===== src/rtl/ham_pkg.sv =====
// Shared types for the 8/4 Hamming read-response path.
// Latency: n/a (types only).
// Backpressure: n/a (types only).
package ham_pkg;

    // Error-log state: nothing held, a correctable error held, an uncorrectable error held.
    typedef enum logic [1:0] {
        LOG_IDLE  = 2'd0,
        LOG_CORR  = 2'd1,
        LOG_FATAL = 2'd2
    } ham_log_e;

    // Beat as seen by the read-data consumer; poison marks uncorrectable data.
    typedef struct packed {
        logic [3:0] data;
        logic       poison;
    } ham_beat_t;

endpackage : ham_pkg


===== src/rtl/ham_skid_buf.sv =====
// Two-entry skid buffer (main + skid register) on a valid/ready link.
// Latency: 1 cycle from input accept to out_vld; 1 beat/cycle while out_rdy stays high.
// Backpressure: in_rdy is flop-driven and drops only while the skid register is occupied.
//
// Ports:
//   clk_i, rst_ni      clock, asynchronous active-low reset
//   in_vld/in_rdy/in_dat    upstream handshake and payload
//   out_vld/out_rdy/out_dat downstream handshake and payload (held stable while stalled)
module ham_skid_buf #(
    parameter int unsigned W = 5
) (
    input  logic         clk_i,
    input  logic         rst_ni,
    input  logic         in_vld,
    output logic         in_rdy,
    input  logic [W-1:0] in_dat,
    output logic         out_vld,
    input  logic         out_rdy,
    output logic [W-1:0] out_dat
);

    logic         main_vld_q;
    logic [W-1:0] main_dat_q;
    logic         skid_vld_q;
    logic [W-1:0] skid_dat_q;
    logic         acc;
    logic         pop;

    // in_rdy comes straight from state, so there is no path from out_rdy.
    assign in_rdy  = ~skid_vld_q;
    assign out_vld = main_vld_q;
    assign out_dat = main_dat_q;
    assign acc     = in_vld & in_rdy;
    assign pop     = main_vld_q & out_rdy;

    always_ff @(posedge clk_i or negedge rst_ni) begin
        if (!rst_ni) begin
            main_vld_q <= 1'b0;
            main_dat_q <= '0;
            skid_vld_q <= 1'b0;
            skid_dat_q <= '0;
        end else if (skid_vld_q) begin
            // Input is blocked; drain the older skid beat into main once main moves.
            if (pop) begin
                main_dat_q <= skid_dat_q;
                skid_vld_q <= 1'b0;
            end
        end else if (acc) begin
            if (!main_vld_q || pop) begin
                main_vld_q <= 1'b1;
                main_dat_q <= in_dat;
            end else begin
                // Main is stalled: park the new beat so in_rdy can stay registered.
                skid_vld_q <= 1'b1;
                skid_dat_q <= in_dat;
            end
        end else if (pop) begin
            main_vld_q <= 1'b0;
        end
    end

endmodule : ham_skid_buf


===== src/rtl/ham_err_mon_8_4.sv =====
// Read-response stage after the 8/4 Hamming checker: forwards beats with poison, counts errors, logs first error, raises irq.
// Latency: 1 cycle accept->out_valid_o; counters, log and irq update on the accepting edge.
// Backpressure: 2-entry skid buffer, in_ready_o registered and low only while the skid slot is full.
//
// Ports: clk_i/rst_ni; in_* checked-beat input (valid/ready); out_* forwarded beat (valid/ready);
//        cnt_clr_i/cnt_corr_o/cnt_fatal_o saturating counters; log_clr_i/log_* first-error log; irq_o.
module ham_err_mon_8_4
    import ham_pkg::*;
#(
    parameter int unsigned AW          = 8,
    parameter int unsigned CW          = 8,
    parameter int unsigned CORR_THRESH = 4
) (
    input  logic          clk_i,
    input  logic          rst_ni,
    input  logic          in_valid_i,
    output logic          in_ready_o,
    input  logic [AW-1:0] in_addr_i,
    input  logic [3:0]    in_data_i,
    input  logic          in_error_i,
    input  logic          in_fatal_i,
    output logic          out_valid_o,
    input  logic          out_ready_i,
    output logic [3:0]    out_data_o,
    output logic          out_poison_o,
    input  logic          cnt_clr_i,
    output logic [CW-1:0] cnt_corr_o,
    output logic [CW-1:0] cnt_fatal_o,
    input  logic          log_clr_i,
    output logic          log_valid_o,
    output logic          log_fatal_o,
    output logic [AW-1:0] log_addr_o,
    output logic          irq_o
);

    localparam logic [CW-1:0] CNT_MAX = '1;
    localparam logic [CW-1:0] THRESH  = CW'(CORR_THRESH);

    ham_beat_t     in_beat_dat;
    ham_beat_t     out_beat_dat;
    logic          acc;
    logic          ev_corr;
    logic          ev_fat;
    logic [CW-1:0] cnt_corr_q, cnt_corr_nxt;
    logic [CW-1:0] cnt_fatal_q, cnt_fatal_nxt;
    ham_log_e      log_q, log_cur, log_nxt;
    logic [AW-1:0] log_addr_q, log_addr_nxt;
    logic          irq_q;

    // ---------------- data path ----------------
    assign in_beat_dat = '{data: in_data_i, poison: in_fatal_i};

    ham_skid_buf #(.W($bits(ham_beat_t))) u_skid (
        .clk_i   (clk_i),
        .rst_ni  (rst_ni),
        .in_vld  (in_valid_i),
        .in_rdy  (in_ready_o),
        .in_dat  (in_beat_dat),
        .out_vld (out_valid_o),
        .out_rdy (out_ready_i),
        .out_dat (out_beat_dat)
    );

    assign out_data_o   = out_beat_dat.data;
    assign out_poison_o = out_beat_dat.poison;

    // Flags only matter for beats actually taken; fatal wins even without error.
    assign acc     = in_valid_i & in_ready_o;
    assign ev_fat  = acc & in_fatal_i;
    assign ev_corr = acc & in_error_i & ~in_fatal_i;

    // ---------------- counters ----------------
    // Clear takes effect first, so a same-cycle event leaves the counter at 1.
    always_comb begin
        cnt_corr_nxt  = cnt_corr_q;
        cnt_fatal_nxt = cnt_fatal_q;
        if (cnt_clr_i) begin
            cnt_corr_nxt  = ev_corr ? CW'(1) : '0;
            cnt_fatal_nxt = ev_fat  ? CW'(1) : '0;
        end else begin
            if (ev_corr && cnt_corr_q != CNT_MAX) cnt_corr_nxt  = cnt_corr_q + 1'b1;
            if (ev_fat  && cnt_fatal_q != CNT_MAX) cnt_fatal_nxt = cnt_fatal_q + 1'b1;
        end
    end

    // ---------------- error log FSM ----------------
    always_comb begin
        // A clear behaves as if the log were already IDLE this cycle.
        log_cur      = log_clr_i ? LOG_IDLE : log_q;
        log_nxt      = log_cur;
        log_addr_nxt = log_addr_q;
        case (log_cur)
            LOG_IDLE: begin
                if (ev_fat) begin
                    log_nxt      = LOG_FATAL;
                    log_addr_nxt = in_addr_i;
                end else if (ev_corr) begin
                    log_nxt      = LOG_CORR;
                    log_addr_nxt = in_addr_i;
                end
            end
            LOG_CORR: begin
                if (ev_fat) begin
                    log_nxt      = LOG_FATAL;
                    log_addr_nxt = in_addr_i;
                end
            end
            default: ;
        endcase
    end

    always_ff @(posedge clk_i or negedge rst_ni) begin
        if (!rst_ni) begin
            cnt_corr_q  <= '0;
            cnt_fatal_q <= '0;
            log_q       <= LOG_IDLE;
            log_addr_q  <= '0;
            irq_q       <= 1'b0;
        end else begin
            cnt_corr_q  <= cnt_corr_nxt;
            cnt_fatal_q <= cnt_fatal_nxt;
            log_q       <= log_nxt;
            log_addr_q  <= log_addr_nxt;
            // Computed from next-state values so irq tracks the state it will describe.
            irq_q       <= (log_nxt == LOG_FATAL) || (cnt_corr_nxt >= THRESH);
        end
    end

    assign cnt_corr_o  = cnt_corr_q;
    assign cnt_fatal_o = cnt_fatal_q;
    assign log_valid_o = (log_q != LOG_IDLE);
    assign log_fatal_o = (log_q == LOG_FATAL);
    assign log_addr_o  = log_addr_q;
    assign irq_o       = irq_q;

endmodule : ham_err_mon_8_4

===== config.mk =====
export PLATFORM = sky130hd
export DESIGN_NAME = ham_err_mon_8_4
export DESIGN_NICKNAME = d
export VERILOG_FILES = /design/src/rtl/ham_pkg.sv /design/src/rtl/ham_skid_buf.sv /design/src/rtl/ham_err_mon_8_4.sv
export SDC_FILE = /design/constraint.sdc
export NUM_CORES = 1
export LEC_CHECK = 0
export CORE_MARGIN = 2
export CORE_UTILIZATION = 47
export DETAILED_ROUTE_END_ITERATION = 7
export GPL_TIMING_DRIVEN = 1
export PLACE_DENSITY = 0.78
export REMOVE_ABC_BUFFERS = 1
export SLEW_MARGIN = 5
export SYNTH_ARGS = -nofsm -noshare
export SYNTH_HDL_FRONTEND = slang
export SYNTH_SLANG_ARGS = --single-unit

===== constraint.sdc =====
create_clock -name clk_i -period 2.13 [get_ports clk_i]
set_input_delay 0.639 -clock clk_i [delete_from_list [all_inputs] [get_ports clk_i]]
set_output_delay 0.639 -clock clk_i [all_outputs]
set_load 0.1 [all_outputs]

-- Yosys cells after proc, flatten, opt, wreduce, memory -nomap -nowiden
Cells that the tools add are included.
W data, S select, Z words.
- magnitude comparators: 1
- muxes and demuxes: 26
- reductions and logical operators: 16
- equality and inequality tests: 9
- add/subtract/negate cells: 2
- bitwise operators: 8
- operators with widths (cell ; number):
    $mux W8 ; 7
    $mux W5 ; 4
    $add A8 B1 Y8 const B ; 2
    $ne A8 B8 Y1 const B ; 2
    $pmux W8 S2 ; 1
    $reduce_and A3 Y1 ; 4
    $reduce_bool A2 Y1 ; 6
    $mux W1 ; 9
    $ge A8 B3 Y1 const B ; 1
    $mux W2 ; 4
    $and A1 B1 Y1 ; 5
    $eq A2 B2 Y1 const B ; 2
    $ne A2 B2 Y1 const B ; 2
    $pmux W2 S2 ; 1
    $ne A3 B3 Y1 const B ; 1
    $not A1 Y1 ; 3
    $eq A2 B1 Y1 const B ; 1
    $logic_and A1 B1 Y1 ; 2
    $logic_not A2 Y1 ; 1
    $logic_or A1 B1 Y1 ; 2
    $ne A2 B1 Y1 const B ; 1
    $logic_not A1 Y1 ; 1
- output and inout bits: 34
- bits in registers: 39
- logic and storage cells: 71

-- Depth between registers and ports, before layout
- word-level depth: 9
- mapped depth: 6
- mapped depth without buffers: 6

-- Hierarchy
A second synthesis with hierarchy kept.
- cell total of the unflattened synthesis: 166
- area total of the unflattened synthesis: 1919.3 µm²
- modules (own cells, without submodules) (module ; area each (µm²) ; cells each ; times used ; sequential area each (µm²)):
    ham_err_mon_8_4 ; 1363.8 ; 128 ; 1 ; 675.6
    ham_skid_buf ; 555.5 ; 38 ; 1 ; 300.3

-- Least setup slack after synthesis
Ideal clock, no wire load.
- kind: reg-to-output
- from: register log_q[0]
- to: output port log_fatal_o
- setup slack: -271 ps
- cell stages (with the launch flop): 2
- data arrival time: 1762 ps
- data required time: 1491 ps
- path buffers: 0
- path through: dfrtp_1 > nor2b_1
- longest elaborated chain between the ends: 1
- RTL lines (element ; line ; RTL):
    start: declaration ; ham_err_mon_8_4.sv:46 ; ham_log_e log_q, log_cur, log_nxt;
    start signal: assignment ; ham_err_mon_8_4.sv:122 ; log_q <= log_nxt;
    $eq A2 B2 Y1 ; ham_err_mon_8_4.sv:132 ; assign log_fatal_o = (log_q == LOG_FATAL);
    end: declaration ; ham_err_mon_8_4.sv:31 ; output logic log_fatal_o,
No other way between the ends.

-- Worst setup path after layout
- from: input port in_fatal_i
- to: register irq_q (netlist: irq_o)
- longest elaborated chain between the ends: 7
- RTL lines (element ; line ; RTL):
    start: declaration ; ham_err_mon_8_4.sv:21 ; input logic in_fatal_i,
    $not A1 Y1 ; ham_err_mon_8_4.sv:70 ; assign ev_corr = acc & in_error_i & ~in_fatal_i;
    $and A1 B1 Y1 ; ham_err_mon_8_4.sv:70 ;
    $logic_and A1 B1 Y1 ; ham_err_mon_8_4.sv:81 ; if (ev_corr && cnt_corr_q != CNT_MAX) cnt_corr_nxt = cnt_corr_q + 1'b1;
    $mux W8 ; ham_err_mon_8_4.sv:81 ;
    $mux W8 ; ham_err_mon_8_4.sv:77 ; if (cnt_clr_i) begin
    via cnt_corr_nxt[7] ; ham_err_mon_8_4.sv:44 ; logic [CW-1:0] cnt_corr_q, cnt_corr_nxt;
    $ge A8 B3 Y1 ; ham_err_mon_8_4.sv:125 ; irq_q <= (log_nxt == LOG_FATAL) || (cnt_corr_nxt >= THRESH);
    $logic_or A1 B1 Y1 ; ham_err_mon_8_4.sv:125 ;
    end signal: assignment ; ham_err_mon_8_4.sv:125 ;
    end: declaration ; ham_err_mon_8_4.sv:48 ; logic irq_q;
The timed path passes the listed nets, and every way through them passes these cells.
A chain may end at the register's enable or synchronous reset.

==> impl.org <==
** Route
- The first detailed-routing pass ran for 4 iterations.
- Post-Route WL :: 5210 µm
- After detailed routing, the number of remaining DRC violations is 0.
- Using the TritonRoute via totals, the vias-per-cell ratio works out to 5.65.
- Number of vias in the routed layout :: approximately 1.7k
- 1st-iter DRT viols :: 140
- In the final routed layout, each cell accounts on average for approximately 18 µm.
- DRT antenna net count :: 0

** Timing
- Static timing analysis puts the maximum clock frequency at ~0.49 GHz.
- The final critical path takes up between 90% and 100% of the cycle.
- At the pin with the least slew margin, the transition time is about 0.50 ns.
- The number of endpoints with negative hold slack in the final report was 0.
- After layout, the minimum clock period comes to between 2 and 2.5 ns.
- Across all hold checks on the routed design, the worst slack comes to roughly 0.39 ns.
- Setup violations remaining at the end of the flow were counted as 0.
- On the final layout, the worst clock skew is between 0.01 and 0.015 ns.
- Final slew viol count :: 0
- Worst slew margin relative to its limit :: 66.9%
- Setup repair after global routing left no endpoint under its margin.
- Post-route setup slack :: 0.0977 ns

** Synth
- After synthesis, the largest family of logic cells by area is simple AND/OR/NAND/NOR gates.
- Synthesized flop and latch total :: 39
- Share of synthesized cell area in full adder, half adder and majority cells :: around 1.3%
- Summing the sequential cell areas from Yosys gives between 50% and 60% of the chip area.
- The cell area that synthesis handed to floorplanning was ~0.0019 mm².
- Cells after Synth :: approximately 180
- Counting distinct cell types in the post-synthesis netlist gives 38.
- Counting flops with an async set or reset pin after synthesis yields a share of 100%.
- Most area-consuming cells after synthesis :: sky130_fd_sc_hd__dfrtp_1 52%, sky130_fd_sc_hd__mux2_2 7.8%, sky130_fd_sc_hd__nor2_1 3.6%
- Multiplexer fraction of the synthesized cell area :: ~11%
- The top cell type by area accounts for a little over half of the synthesized area.
- Among all flip-flop cells after synthesis, the most frequent one is sky130_fd_sc_hd__dfrtp_1.
- Summing the areas of all and, or, nand and nor instances in the mapped netlist gives between 10% and 20% of the synthesized area.
- A synthesized cell averages around 11 µm².
- Post-synthesis compound-gate area fraction :: 10.3%
- During synthesis, Yosys emitted a total of 0 warnings.
- Post-synth top area cell :: sky130_fd_sc_hd__dfrtp_1
- Yosys mapped a number of flops with a built-in enable equal to 0.
- The synthesized netlist devotes ~3.7% of its cell area to XOR and XNOR gates.

** Finish
- For this run, the post-layout net count is roughly 270.
- Area of combinational cells with multiple inputs :: ~870 µm²
- Fill cell count :: between 200 and 250
- Relative to the synthesized area, the layout overhead comes to 61.9%.
- The library cell used most frequently in the layout, excluding fill and tap cells, is sky130_fd_sc_hd__dfrtp_1.
- Storage element area :: 976 µm²
- In the layout the commonest cells are 39 x sky130_fd_sc_hd__dfrtp_1, 35 x sky130_fd_sc_hd__buf_12, 18 x sky130_fd_sc_hd__nor2_1.
- The finished layout holds about 300 standard cells, fillers aside.
- Share of post-route cells with drive strength above 1 :: 33.1%
- # diodes :: 0

** GRT
- Global routing consumed, over all layers together, between 20% and 30% of the routing resources.
- The number of antenna violations at the first check in global routing came to 0.
- Grt peak-use layer :: met2
- The via count of the first global-routing pass was roughly 1.7k.
- First-pass GRT wire length :: approximately 8500 µm
- For this run, global-route usage on met1 was measured as 30.7%.
- Global route overflow :: 0
- Met2 Use GR :: 43.7%
- Entering global routing, the biggest net connects 40 pins.
- Global routing used 7.50% of the available met3 tracks.

** Clocking
- The clock passes through at most 2 buffers.
- Post-CTS Hold Buffers :: 0
- Clock transition at path regs :: around 0.080 ns
- The clock drives 39 sinks.
- Clock root buffer :: sky130_fd_sc_hd__clkbuf_8
- Insertion delay to the later sink of the worst-skew pair :: about 0.30 ns
- The H-tree was split into 2 levels.
- Clock tree from TritonCTS :: done
- Number of buffers created by CTS :: 5
- Setup bufs post-CTS :: 0

** Pwr
- VDD IR-drop max :: ~1.4 mV
- Post-layout total power :: around 4.5 mW
- Standby leakage power :: 1.34 nW
- For this design the ratio of total power to cell area is between 1000 and 1500 mW/mm².

** Outcome
- The flow ran to the end, and the final reports show no timing, DRC or antenna violations.

** Placed design
- Detailed Place HPWL :: roughly 3800 µm
- Routability-driven placement finished with a final weighted congestion of approximately 0.86.
- Count of buffers from port buffering :: 53
- Pre-CTS WS :: -0.360 ns
- Cell total after placement :: between 200 and 300

** Critical path
- Highest-delay cell along the critical path :: sky130_fd_sc_hd__clkdlybuf4s50_1
- Arrival time worst endpoint :: about 2.2 ns
- FF-to-FF path depth :: 6
- The worst setup path is captured at a register.
- Maximum net fanout on the critical path :: 7
- The worst setup path is launched from an input pin.
- Cell Chain, Critical Path :: clkdlybuf4s50_1 -> and4bb_4 -> nand2_4 -> o311a_1 -> nor4_2 -> nand3_1
- Slowest Stage Delay on Critical Path :: just over 0.4 ns
- CP required :: 2.30 ns
- Crit Path Category :: in -> reg
- Setup slack on the worst reg-to-reg path comes out at approximately 0.26 ns.
- In this run the critical register-to-register path is captured at irq_o.
- The startpoint identified for the worst register-to-register timing path is cnt_corr_o[0].

** Floorplanning
- The die is about 67 µm wide.
- The floorplan step set the die height to roughly 67 µm.
- DIE AREA :: approximately 0.0045 mm²
- After floorplanning, the core was divided into 22 placement rows.
- Number of placed I/O pins :: between 50 and 60
- The floorplan step defined a core boundary enclosing 0.00374 mm².
- The initial utilization of the core area, before any placement, comes to between 50% and 60%.

** Hold path
- Type of the tightest min-delay check :: in -> async

** Job
- Max_cap viols :: 0
## where the power goes
part | internal (mW) | switching, mW
sequential | 0.962 | 0.223
combinational | 1.01 | 1.70
clock | 0.379 | 0.266
total | 2.35 | 2.19
## cell usage after synthesis, drive strengths merged, types with 2 or more instances
library cell / instances
dfrtp: 39
nor2: 18
nand2: 17
mux2: 13
a21oi: 12
xnor2: 7
mux2i: 6
nand3: 6
nor2b: 6
inv: 5
and3: 4
buf: 4
nor3: 4
o21ai: 4
a311oi: 3
o211ai: 3
a41oi: 2
and3b: 2
clkbuf: 2
ha: 2
nand4: 2
or2: 2
or3: 2
## worst max-delay path: cells and delay by family
| family | cells | cell delay, ns |
|---|---|---|
| compound gates | 1 | 0.39 |
| buf+inv | 1 | 0.41 |
| simple gates | 4 | 0.75 |
## metrics by stage
stage | setup TNS (ns) | utilization [%] | area (µm²)
floorplan | -1.79 | - | 1840
global placement | -1.41 | 77.3 | 2890
detailed placement | -2.73 | 77.3 | 2890
CTS | 0 | 80.5 | 3010
global route | 0 | 81.1 | 3040
finish | 0 | 81.1 | 3040
## cell type report
cell class	count	area share, %
repair buffers	68	32.7
flip-flops and latches	39	32.2
multi-input cells	125	28.6
clock buffers	6	2.72
well taps	48	1.98
clock inverters	2	1.15
inverters	5	0.618
## per-layer routing
layer	vias to the layer above	routed length [µm]
met3	19	442
met5	-	0
met2	80	2670
met1	803	1930
met4	0	170
li1	753	-
## worst max-delay path by stage
stage               startpoint            end  slack [ns]
finish              in_fatal_i          irq_o         0.1
floorplan             log_q[0]    log_fatal_o       -0.27
detailed placement  in_valid_i          irq_o       -0.36
global placement    in_valid_i          irq_o       -0.29
global route         log_clr_i  log_addr_o[4]        0.03
CTS                 in_valid_i          irq_o        0.02
## timing repair
item | CTS | global route
cloned | 0 | 0
pin swaps | 0 | 1
setup endpoints to repair | 1 | 1
gates resized for setup | 2 | 4
## kinds of logic after synthesis
kind of cell	after synthesis
AND/OR/NAND/NOR	67
flip-flops	39
XOR/XNOR	8
buffers and inverters	11
AO/OA/AOI/OAI	29
multiplexers	19
adder cells (fa/ha/maj)	2
## flip-flops by register name, summed over array words and instances (netlist names)
signal / count
cnt_corr_o: 8
cnt_fatal_o: 8
irq_o: 1
log_addr_o: 8
log_q: 2
u_skid.out_dat: 5
u_skid.out_vld: 1
u_skid.skid_dat_q: 5
u_skid.skid_vld_q: 1
(Power assumes the default switching activity.)
